**src/rtl/tx_bit_source_pkg.sv**
```systemverilog
// Shared types and helpers for the bit-wide Tx frame source.
// TX_BIT_SOURCE_PARITY_EN adds an odd-parity bit after every full byte.
package tx_bit_source_pkg;

    localparam int BYTE_BITS = 8;
    localparam int SHIFT_W   = BYTE_BITS + 1;
    localparam int CNT_W     = 4;

    typedef enum logic [1:0] {
        IDLE = 2'd0,
        LOAD = 2'd1,
        SEND = 2'd2
    } state_t;

    typedef struct packed {
        logic [7:0] data;
        logic [2:0] bits;
        logic       last;
    } fifo_entry_t;

    localparam int ENTRY_W = $bits(fifo_entry_t);

    function automatic logic odd_parity(input logic [7:0] data);
        return ~(^data);
    endfunction

    // The parity bit rides above the data byte so it falls out of the shifter last.
    function automatic logic [SHIFT_W-1:0] load_shift(input fifo_entry_t e);
`ifdef TX_BIT_SOURCE_PARITY_EN
        if (e.bits == 3'd0) begin
            return {odd_parity(e.data), e.data};
        end
`endif
        return {1'b0, e.data};
    endfunction

    function automatic logic [CNT_W-1:0] load_count(input fifo_entry_t e);
        if (e.bits != 3'd0) begin
            return {1'b0, e.bits};
        end
`ifdef TX_BIT_SOURCE_PARITY_EN
        return CNT_W'(BYTE_BITS + 1);
`else
        return CNT_W'(BYTE_BITS);
`endif
    endfunction

endpackage

```
**src/rtl/sync_fifo.sv**
```systemverilog
// Single-clock first-word-fall-through FIFO with full/empty flags.
// Pointers carry one extra wrap bit to tell full from empty.
module sync_fifo #(
    parameter int WIDTH = 8,
    parameter int DEPTH = 16
) (
    input  logic             clk,
    input  logic             rst_n,
    input  logic             push,
    input  logic [WIDTH-1:0] push_data,
    input  logic             pop,
    output logic [WIDTH-1:0] pop_data,
    output logic             full,
    output logic             empty
);

    localparam int AW = $clog2(DEPTH);
    localparam logic [AW:0] PTR_ONE = (AW + 1)'(1);

    logic [WIDTH-1:0] mem [DEPTH];
    logic [AW:0]      wr_ptr;
    logic [AW:0]      rd_ptr;
    logic             do_push;
    logic             do_pop;

    assign do_push = push && !full;
    assign do_pop  = pop && !empty;

    always_ff @(posedge clk or negedge rst_n) begin
        if (!rst_n) begin
            wr_ptr <= '0;
            rd_ptr <= '0;
        end else begin
            if (do_push) wr_ptr <= wr_ptr + PTR_ONE;
            if (do_pop)  rd_ptr <= rd_ptr + PTR_ONE;
        end
    end

    // Storage holds data only; emptiness is defined by the pointers alone.
    always_ff @(posedge clk) begin
        if (do_push) mem[wr_ptr[AW-1:0]] <= push_data;
    end

    assign pop_data = mem[rd_ptr[AW-1:0]];
    assign empty    = (wr_ptr == rd_ptr);
    assign full     = (wr_ptr[AW] != rd_ptr[AW]) && (wr_ptr[AW-1:0] == rd_ptr[AW-1:0]);

endmodule

```
**src/rtl/tx_bit_source.sv**
```systemverilog
// Frame-buffered, LSB-first bit producer for a bit-wide Tx sink.
// Optional TX_BIT_SOURCE_PARITY_EN appends odd parity to every full byte.
module tx_bit_source
    import tx_bit_source_pkg::*;
#(
    parameter int FIFO_DEPTH = 16,
    parameter int MAX_FRAMES = 4
) (
    input  logic       clk,
    input  logic       rst_n,
    input  logic       wr_en,
    input  logic [7:0] wr_data,
    input  logic [2:0] wr_bits,
    input  logic       wr_last,
    output logic       wr_full,
    output logic       overflow,
    input  logic       ovf_clr,
    input  logic       tx_req,
    output logic       tx_data,
    output logic       tx_data_valid,
    output logic       tx_last_bit_in_byte,
    output logic       busy
);

    localparam int PEND_W = $clog2(MAX_FRAMES + 1);
    localparam logic [PEND_W-1:0] PEND_MAX = PEND_W'(MAX_FRAMES);
    localparam logic [PEND_W-1:0] PEND_ONE = PEND_W'(1);
    localparam logic [CNT_W-1:0]  CNT_ONE  = CNT_W'(1);

    state_t              state;
    state_t              state_nxt;
    fifo_entry_t         wr_entry;
    fifo_entry_t         rd_entry;
    logic                fifo_full;
    logic                fifo_empty;
    logic                push;
    logic                pop;
    logic                frame_limit;
    logic                bad_bits;
    logic                drop;
    logic                first_byte;
    logic [PEND_W-1:0]   frames_pending;
    logic                pending_inc;
    logic [SHIFT_W-1:0]  shift;
    logic [CNT_W-1:0]    bit_cnt;
    logic                cur_last;
    logic                bit_step;
    logic                byte_done;
    logic                frame_done;
    logic                next_byte;

    // Write side: admission, first-byte tracking and error flagging.
    assign frame_limit = wr_last && (frames_pending == PEND_MAX);
    assign push        = wr_en && !fifo_full && !frame_limit;
    assign drop        = wr_en && !push;
    assign bad_bits    = wr_en && (wr_bits != 3'd0) && !first_byte;
    assign pending_inc = push && wr_last;

    // A partial count on a later byte is meaningless, so that byte goes out whole.
    assign wr_entry = {wr_data, (bad_bits ? 3'd0 : wr_bits), wr_last};

    always_ff @(posedge clk or negedge rst_n) begin
        if (!rst_n) begin
            first_byte <= 1'b1;
        end else if (push) begin
            first_byte <= wr_last;
        end
    end

    always_ff @(posedge clk or negedge rst_n) begin
        if (!rst_n) begin
            overflow <= 1'b0;
        end else if (drop || bad_bits) begin
            overflow <= 1'b1;
        end else if (ovf_clr) begin
            overflow <= 1'b0;
        end
    end

    always_ff @(posedge clk or negedge rst_n) begin
        if (!rst_n) begin
            frames_pending <= '0;
        end else if (pending_inc && !frame_done) begin
            frames_pending <= frames_pending + PEND_ONE;
        end else if (frame_done && !pending_inc) begin
            frames_pending <= frames_pending - PEND_ONE;
        end
    end

    sync_fifo #(
        .WIDTH (ENTRY_W),
        .DEPTH (FIFO_DEPTH)
    ) u_fifo (
        .clk       (clk),
        .rst_n     (rst_n),
        .push      (push),
        .push_data (wr_entry),
        .pop       (pop),
        .pop_data  (rd_entry),
        .full      (fifo_full),
        .empty     (fifo_empty)
    );

    assign wr_full = fifo_full;

    // Read side: sink handshake decode.
    assign bit_step   = (state == SEND) && tx_req;
    assign byte_done  = bit_step && (bit_cnt == CNT_ONE);
    assign frame_done = byte_done && cur_last;
    assign next_byte  = byte_done && !cur_last;
    assign pop        = (state == LOAD) || next_byte;

    always_ff @(posedge clk or negedge rst_n) begin
        if (!rst_n) begin
            state <= IDLE;
        end else begin
            state <= state_nxt;
        end
    end

    always_comb begin
        state_nxt = state;
        case (state)
            IDLE: if (frames_pending != '0 && !fifo_empty) state_nxt = LOAD;
            LOAD: state_nxt = SEND;
            SEND: if (frame_done) state_nxt = IDLE;
            default: state_nxt = IDLE;
        endcase
    end

    always_comb begin
        tx_data_valid       = (state == SEND);
        tx_data             = (state == SEND) && shift[0];
        tx_last_bit_in_byte = (state == SEND) && (bit_cnt == CNT_ONE);
        busy                = (state != IDLE);
    end

    always_ff @(posedge clk or negedge rst_n) begin
        if (!rst_n) begin
            bit_cnt  <= '0;
            cur_last <= 1'b0;
        end else if (pop) begin
            bit_cnt  <= load_count(rd_entry);
            cur_last <= rd_entry.last;
        end else if (bit_step && (bit_cnt > CNT_ONE)) begin
            bit_cnt  <= bit_cnt - CNT_ONE;
        end
    end

    // The shifter is pure data; outputs are gated by state, so it needs no reset.
    always_ff @(posedge clk) begin
        if (pop) begin
            shift <= load_shift(rd_entry);
        end else if (bit_step && (bit_cnt > CNT_ONE)) begin
            shift <= shift >> 1;
        end
    end

endmodule

```
**config.mk**
```make
export PLATFORM = sky130hd
export DESIGN_NAME = tx_bit_source
export DESIGN_NICKNAME = d
export VERILOG_FILES = /design/src/rtl/tx_bit_source_pkg.sv /design/src/rtl/sync_fifo.sv /design/src/rtl/tx_bit_source.sv
export SDC_FILE = /design/constraint.sdc
export NUM_CORES = 1
export LEC_CHECK = 0
export CAP_MARGIN = 20
export CORE_MARGIN = 3
export CORE_UTILIZATION = 60
export CTS_CLUSTER_SIZE = 10
export DETAILED_ROUTE_END_ITERATION = 16
export PLACE_DENSITY = 0.9
export SYNTH_ARGS = -nofsm -noshare
export SYNTH_HDL_FRONTEND = slang
export SYNTH_SLANG_ARGS = --single-unit
```
**constraint.sdc**
```tcl
create_clock -name clk -period 3.5 [get_ports clk]
set_input_delay 0.875 -clock clk [delete_from_list [all_inputs] [get_ports clk]]
set_output_delay 0.875 -clock clk [all_outputs]
set_load 0.02 [all_outputs]
```
Word-level counts from Yosys, hierarchy flattened --
Memory sizes are Yosys's and may differ from the RTL's. Index checks and enable logic that the tools add are counted.
Word-level totals: bits in registers 30, bits in writable memories 192, input port bits 17, output and inout bits 6, logic and storage cells 82, memories kept 1
Cells by class: add/subtract/negate cells 5, magnitude comparators 1, equality and inequality tests 9, muxes and demuxes 18, reduce and logical (&&, ||, !) cells 39
Memories:
- u_fifo.mem | words 16, width 12, rd ports 1, clocked after memory_dff 0, write ports 1, line sync_fifo.sv:20 | logic [WIDTH-1:0] mem [DEPTH];
Operators with widths (count):
- 1-bit logical AND | 20
- 4-bit 2-to-1 mux | 4
- 8-bit 2-to-1 mux | 2
- 5-bit by 1-bit adder with 5-bit output, second input constant | 2
- 3-bit 2-to-1 mux | 3
- 3-bit nonzero test | 3
- 1-bit logical NOT | 8
- 2-bit nonzero test | 4
- 1-bit 2-to-1 mux | 6
- 2-bit one-hot mux with 3 select lines | 1
- 5-bit == test | 1
- 4-bit by 1-bit == test with 1-bit output, second input constant | 1
- 4-bit == test | 1
- 4-bit by 1-bit > comparator with 1-bit output, second input constant | 1
- 2-bit 2-to-1 mux | 2
- 4-bit by 1-bit subtractor with 4-bit output, second input constant | 1
- 3-bit by 1-bit adder with 3-bit output, second input constant | 1
- 3-bit == test, second input constant | 1
- 3-bit by 1-bit subtractor with 3-bit output, second input constant | 1
- 2-bit by 1-bit == test with 1-bit output, second input constant | 1
- 2-bit == test, second input constant | 1
- 2-bit logical NOT | 1
- 1-bit logical OR | 2
- 2-bit by 1-bit inequality test with 1-bit output, second input constant | 1
- other kinds (3) | 3

Longest topological paths before layout --
depth after elaboration 10, mapped depth 13, depth with buffers taken out 11

Hierarchy --
A second synthesis with hierarchy kept.
Unflattened totals: cell total of the unflattened synthesis 469, area, all modules 9072.5 µm²
Modules (own cells, without submodules):
- sync_fifo | instances 1, cells an instance 377, area each 7991.4 µm², seq. area each 6015.8 µm²
- tx_bit_source | instances 1, cells an instance 92, area each 1081.0 µm², seq. area each 541.8 µm²

Least setup slack after synthesis --
No wires, ideal clock.
kind input port to flip-flop, start in wr_en, end reg frames_pending[2], setup time 0.079 ns, arrival time 2.809 ns, required time 3.421 ns, slack 0.611 ns, stages on the path 11, path buffers 1, cells stage by stage inv_1 a31oi_1 o21a_1 clkbuf_1 and2_1 ha_1 inv_1 fa_1 xor2_1 nor2_1 xor2_1
On the way: cells in the longest elaborated chain, start to end 6, elaborated cells on any way between the ends 8, classes of those cells mux (1); reduce/logical (7)
Ends and longest elaborated chain:
- start: declaration | line tx_bit_source.sv:11 | input logic wr_en,
- 1-bit logical AND * (2 in series) | line tx_bit_source.sv:54 | assign push = wr_en && !fifo_full && !frame_limit;
- 1-bit logical AND * | line tx_bit_source.sv:57 | assign pending_inc = push && wr_last;
- 1-bit logical NOT | line tx_bit_source.sv:85 | end else if (frame_done && !pending_inc) begin
- 1-bit logical AND | line tx_bit_source.sv:85
- 2-bit nonzero test (no line)
- end signal: assignment | line tx_bit_source.sv:84 | frames_pending <= frames_pending + PEND_ONE;
- end signal: assignment | line tx_bit_source.sv:86 | frames_pending <= frames_pending - PEND_ONE;
- end: declaration | line tx_bit_source.sv:42 | logic [PEND_W-1:0] frames_pending;
Mark *: on every way between the ends. The rest lies on a longest branch, timed or not. A chain may end at the register's enable or synchronous reset.

Final worst setup path --
start reg u_fifo.wr_ptr[2], end out wr_full
On the way: cells in the longest elaborated chain, start to end 2
Ends and longest elaborated chain:
- start: declaration | line sync_fifo.sv:21 | logic [AW:0] wr_ptr;
- start signal: assignment | line sync_fifo.sv:34 | if (do_push) wr_ptr <= wr_ptr + PTR_ONE;
- 4-bit == test | line sync_fifo.sv:46 | assign full = (wr_ptr[AW] != rd_ptr[AW]) && (wr_ptr[AW-1:0] == rd_ptr[AW-1:0]);
- 1-bit logical AND | line sync_fifo.sv:46
- end: declaration | line tx_bit_source.sv:15 | output logic wr_full,
No other way between the ends.

==> results.md <==
- Final-stage net count: roughly 530
- Hold Vio Cnt, Final: 0
- GRT overflow: 0
- Crit path max-delay family: buffers and inverters
- Fin crit period: about 3.3 ns
- Total Wirelength: ~19 mm
- Worst-path fanout max: 8
- Final Worst Setup Slack: 0.207 ns
- Filler Cells Inserted: between 800 and 900
- DP Worst Slack: roughly 0.37 ns
- HPWL after detailed placement: about 11 mm
- Period utilization: 94.1%
- Antenna diode count: 0
- Top FF cell, synth: edfxtp_1
- RSZ-0062 raised after global routing: no
- Hold buffer count at CTS: 0
- Synth Register Bits: about 220
- Warning count from the yosys run: 0
- Sequential area share after synthesis: roughly 73%
- DRT Pass-1 Iters: 5
- Nature of the critical path endpoint: primary output
- Crit-path slowest cell: clkdlybuf4s50_1
- Synth async-reset ratio: 9.91%
- GPL Wtd Cong: ~0.78
- Share of the synthesized area in the top cell type: 66.9%
- Fmax: approximately 300 MHz
- Post-synth EDFFs: 200
- DRC violations left: 0
- Antenna violations before repair: 0
- Number of cells on the critical path: 4
- Post-DR wirelength/cell: approximately 28 microns
- Initial DRC Count: 582
- Max_cap viols: 0
- Post-Syn Instances: between 400 and 500
- CTS max path bufs: 3
- Setup TNS: 0 ns
- Top cells by area, synth: edfxtp_1 (67%), mux4_2 (14%), dfrtp_1 (5.9%), xnor2_1 (1.6%), ha_1 (1.1%)
- Post-DR vias/cell: approximately 6.6
- Post_cts resized: 0
- Full die area: 16500 sq um
- Syn avg cell area: roughly 20 sq um
- Outcome: finished, final reports clean
- Routed Antenna Nets: 0
- Die span in y: ~130 microns
- Most frequent cells in the layout: edfxtp_1 (200), mux4_2 (57), clkbuf_16 (27)
- Slew HR: ~51%
- TritonCTS clock tree: built
- Pwr Density: about 830 nW/um^2
- CP startpoint kind: flop
- First-pass GRT wire length: roughly 30 mm
- Most common cell after layout, fill and taps aside: edfxtp_1
- Tightest Pin Transition: around 0.74 ns
- Synth Net Count: around 470
- Post-synth cell types: 44
- Core area: around 15000 sq um
- Vias: about 4600
- Area leader, netlist: edfxtp_1
- Setup-failing EPs final: 0
- Number of port buffers: 22
- CP required: around 2.6 ns
- Ports: 23
- Fraction of layout cells with a size suffix above 1: 24.2%
- Post-CTS setup repair buffer count: 0
- Vias in the first global route: 4865
- Gr usage total: between 20% and 30%
- Critical path's largest stage delay: 0.62 ns
- Sink Count: approximately 220
- Synthesized area: between 8000 and 9000 sq um
- Row count: between 40 and 50
- Area grow syn2layout: 14.1%
- Final Max Slew Viols: 0
- Root Driver: clkbuf_16
- Worst-Skew Late Latency: ~0.52 ns
- Clk_skew: 0.0141 ns
- VDD IR max: between 0.0004 and 0.0005 V
- Largest net degree at the start of global routing: 52
- Critical path type: reg -> out
- P_leak: approximately 3.5 nW
- Reg2Reg Depth: 8
- H-tree depth: 1
- Crit path DAT: between 2 and 2.5 ns
- CTS clk-pin slew, worst paths: around 0.060 ns
- Critical-path cell list: xnor2_1, nand4_1, nor2_1, clkdlybuf4s50_1
- Width of the die: 128 microns
- Initial core utilization: approximately 62%
- Worst hold stages: 2
- Hold Crit Class: reg -> reg
- WP buf/inv: 1
- CTS buffer count: 26
==> power breakdown <==
group          total (mW)  switching [mW]  internal, mW
Sequential           3.59           0.238          3.36
Clock                2.33           0.943          1.39
Combinational        2.62            1.40          1.22
Total                8.55            2.58          5.96
==> path summary, 6_finish.rpt <==
| check | from | slack, ns | to |
|---|---|---|---|
| min | shift[3]$_DFFE_PP_ | 0.51 | shift[2]$_DFFE_PP_ |
| max in group asynchronous | rst_n | 2.23 | u_fifo.rd_ptr[0]$_DFFE_PN0P_ |
| min in group asynchronous | rst_n | 0.69 | overflow$_DFFE_PN0P_ |
| max reg2reg | u_fifo.wr_ptr[2]$_DFFE_PN0P_ | 0.82 | frames_pending[1]$_DFFE_PN0P_ |
| max | u_fifo.wr_ptr[2]$_DFFE_PN0P_ | 0.21 | wr_full |
| min reg2reg | shift[3]$_DFFE_PP_ | 0.51 | shift[2]$_DFFE_PP_ |
==> tightest hold or removal path: cells and delay by family (launching register included) <==
family	cells	cell delay [ns]
simple gates	2	0.10
flops	1	0.32
==> routing by layer <==
layer / track usage, % / part of all wire, % / vias to the layer above / wire length [microns]
li1: - / - / 1911 / -
met1: 32.5 / 37 / 2348 / 7190
met2: 38.7 / 49 / 291 / 9450
met3: 6.21 / 8.9 / 76 / 1710
met4: 12.4 / 4.5 / 0 / 867
met5: 0 / 0 / - / 0
==> sequential cells by signal, summed over array words and instances, names as in the netlist <==
register and flops:
first_byte 1, u_fifo.rd_ptr 5, state 2, frames_pending 3, u_fifo.wr_ptr 5, bit_cnt 4
cur_last 1, shift 8, u_fifo.mem 192, overflow 1
==> Yosys cell counts (2+ instances only) <==
cell type  number
nand2b_1        2
xor2_1          3
mux2_2          6
a22oi_1         6
nor3_1          5
dfrtp_1        21
buf_4           3
inv_1           8
clkbuf_1       11
o2111ai_1       3
buf_2           3
o211ai_1        4
or3_1           2
buf_6           3
edfxtp_1      200
and2_1          8
nor2b_1         7
nand2_1        26
mux4_2         57
nor2_1          8
o21a_1          2
ha_1            8
o21ai_1         2
and3_1         15
xnor2_1        16
==> logic make-up after synthesis <==
kind of cell,share of synthesized area (%)
AO/OA/AOI/OAI,2.40
XOR/XNOR,1.85
adder cells (fa/ha/maj),1.34
buffers and inverters,1.63
flip-flops,73.1
multiplexers,15.3
AND/OR/NAND/NOR,4.39
==> final cells by class <==
cell class / count / area [sq um] / area share, %
inverters: 8 / 30.0 / 0.293
well taps: 184 / 230 / 2.25
multi-input cells: 197 / 2270 / 22.2
clock buffers: 37 / 713 / 6.97
flip-flops and latches: 222 / 6560 / 64.1
clock inverters: 1 / 8.76 / 0.0855
repair buffers: 47 / 420 / 4.11
==> stage by stage <==
| stage | std cells | total power [mW] | instance area, sq um | hold slack, ns | utilization, % |
|---|---|---|---|---|---|
| floorplan | 448 | 5.45 | 8970 | 0.464 | - |
| global placement | 658 | 6.04 | 9520 | 0.492 | 65.2 |
| detailed placement | 658 | 6.20 | 9520 | 0.506 | 65.2 |
| CTS | 696 | 8.58 | 10200 | 0.518 | 70.2 |
| global route | 696 | 8.91 | 10200 | 0.545 | 70.2 |
| finish | 696 | 8.55 | 10200 | 0.514 | 70.2 |
Power figures use the tool's default switching activity.
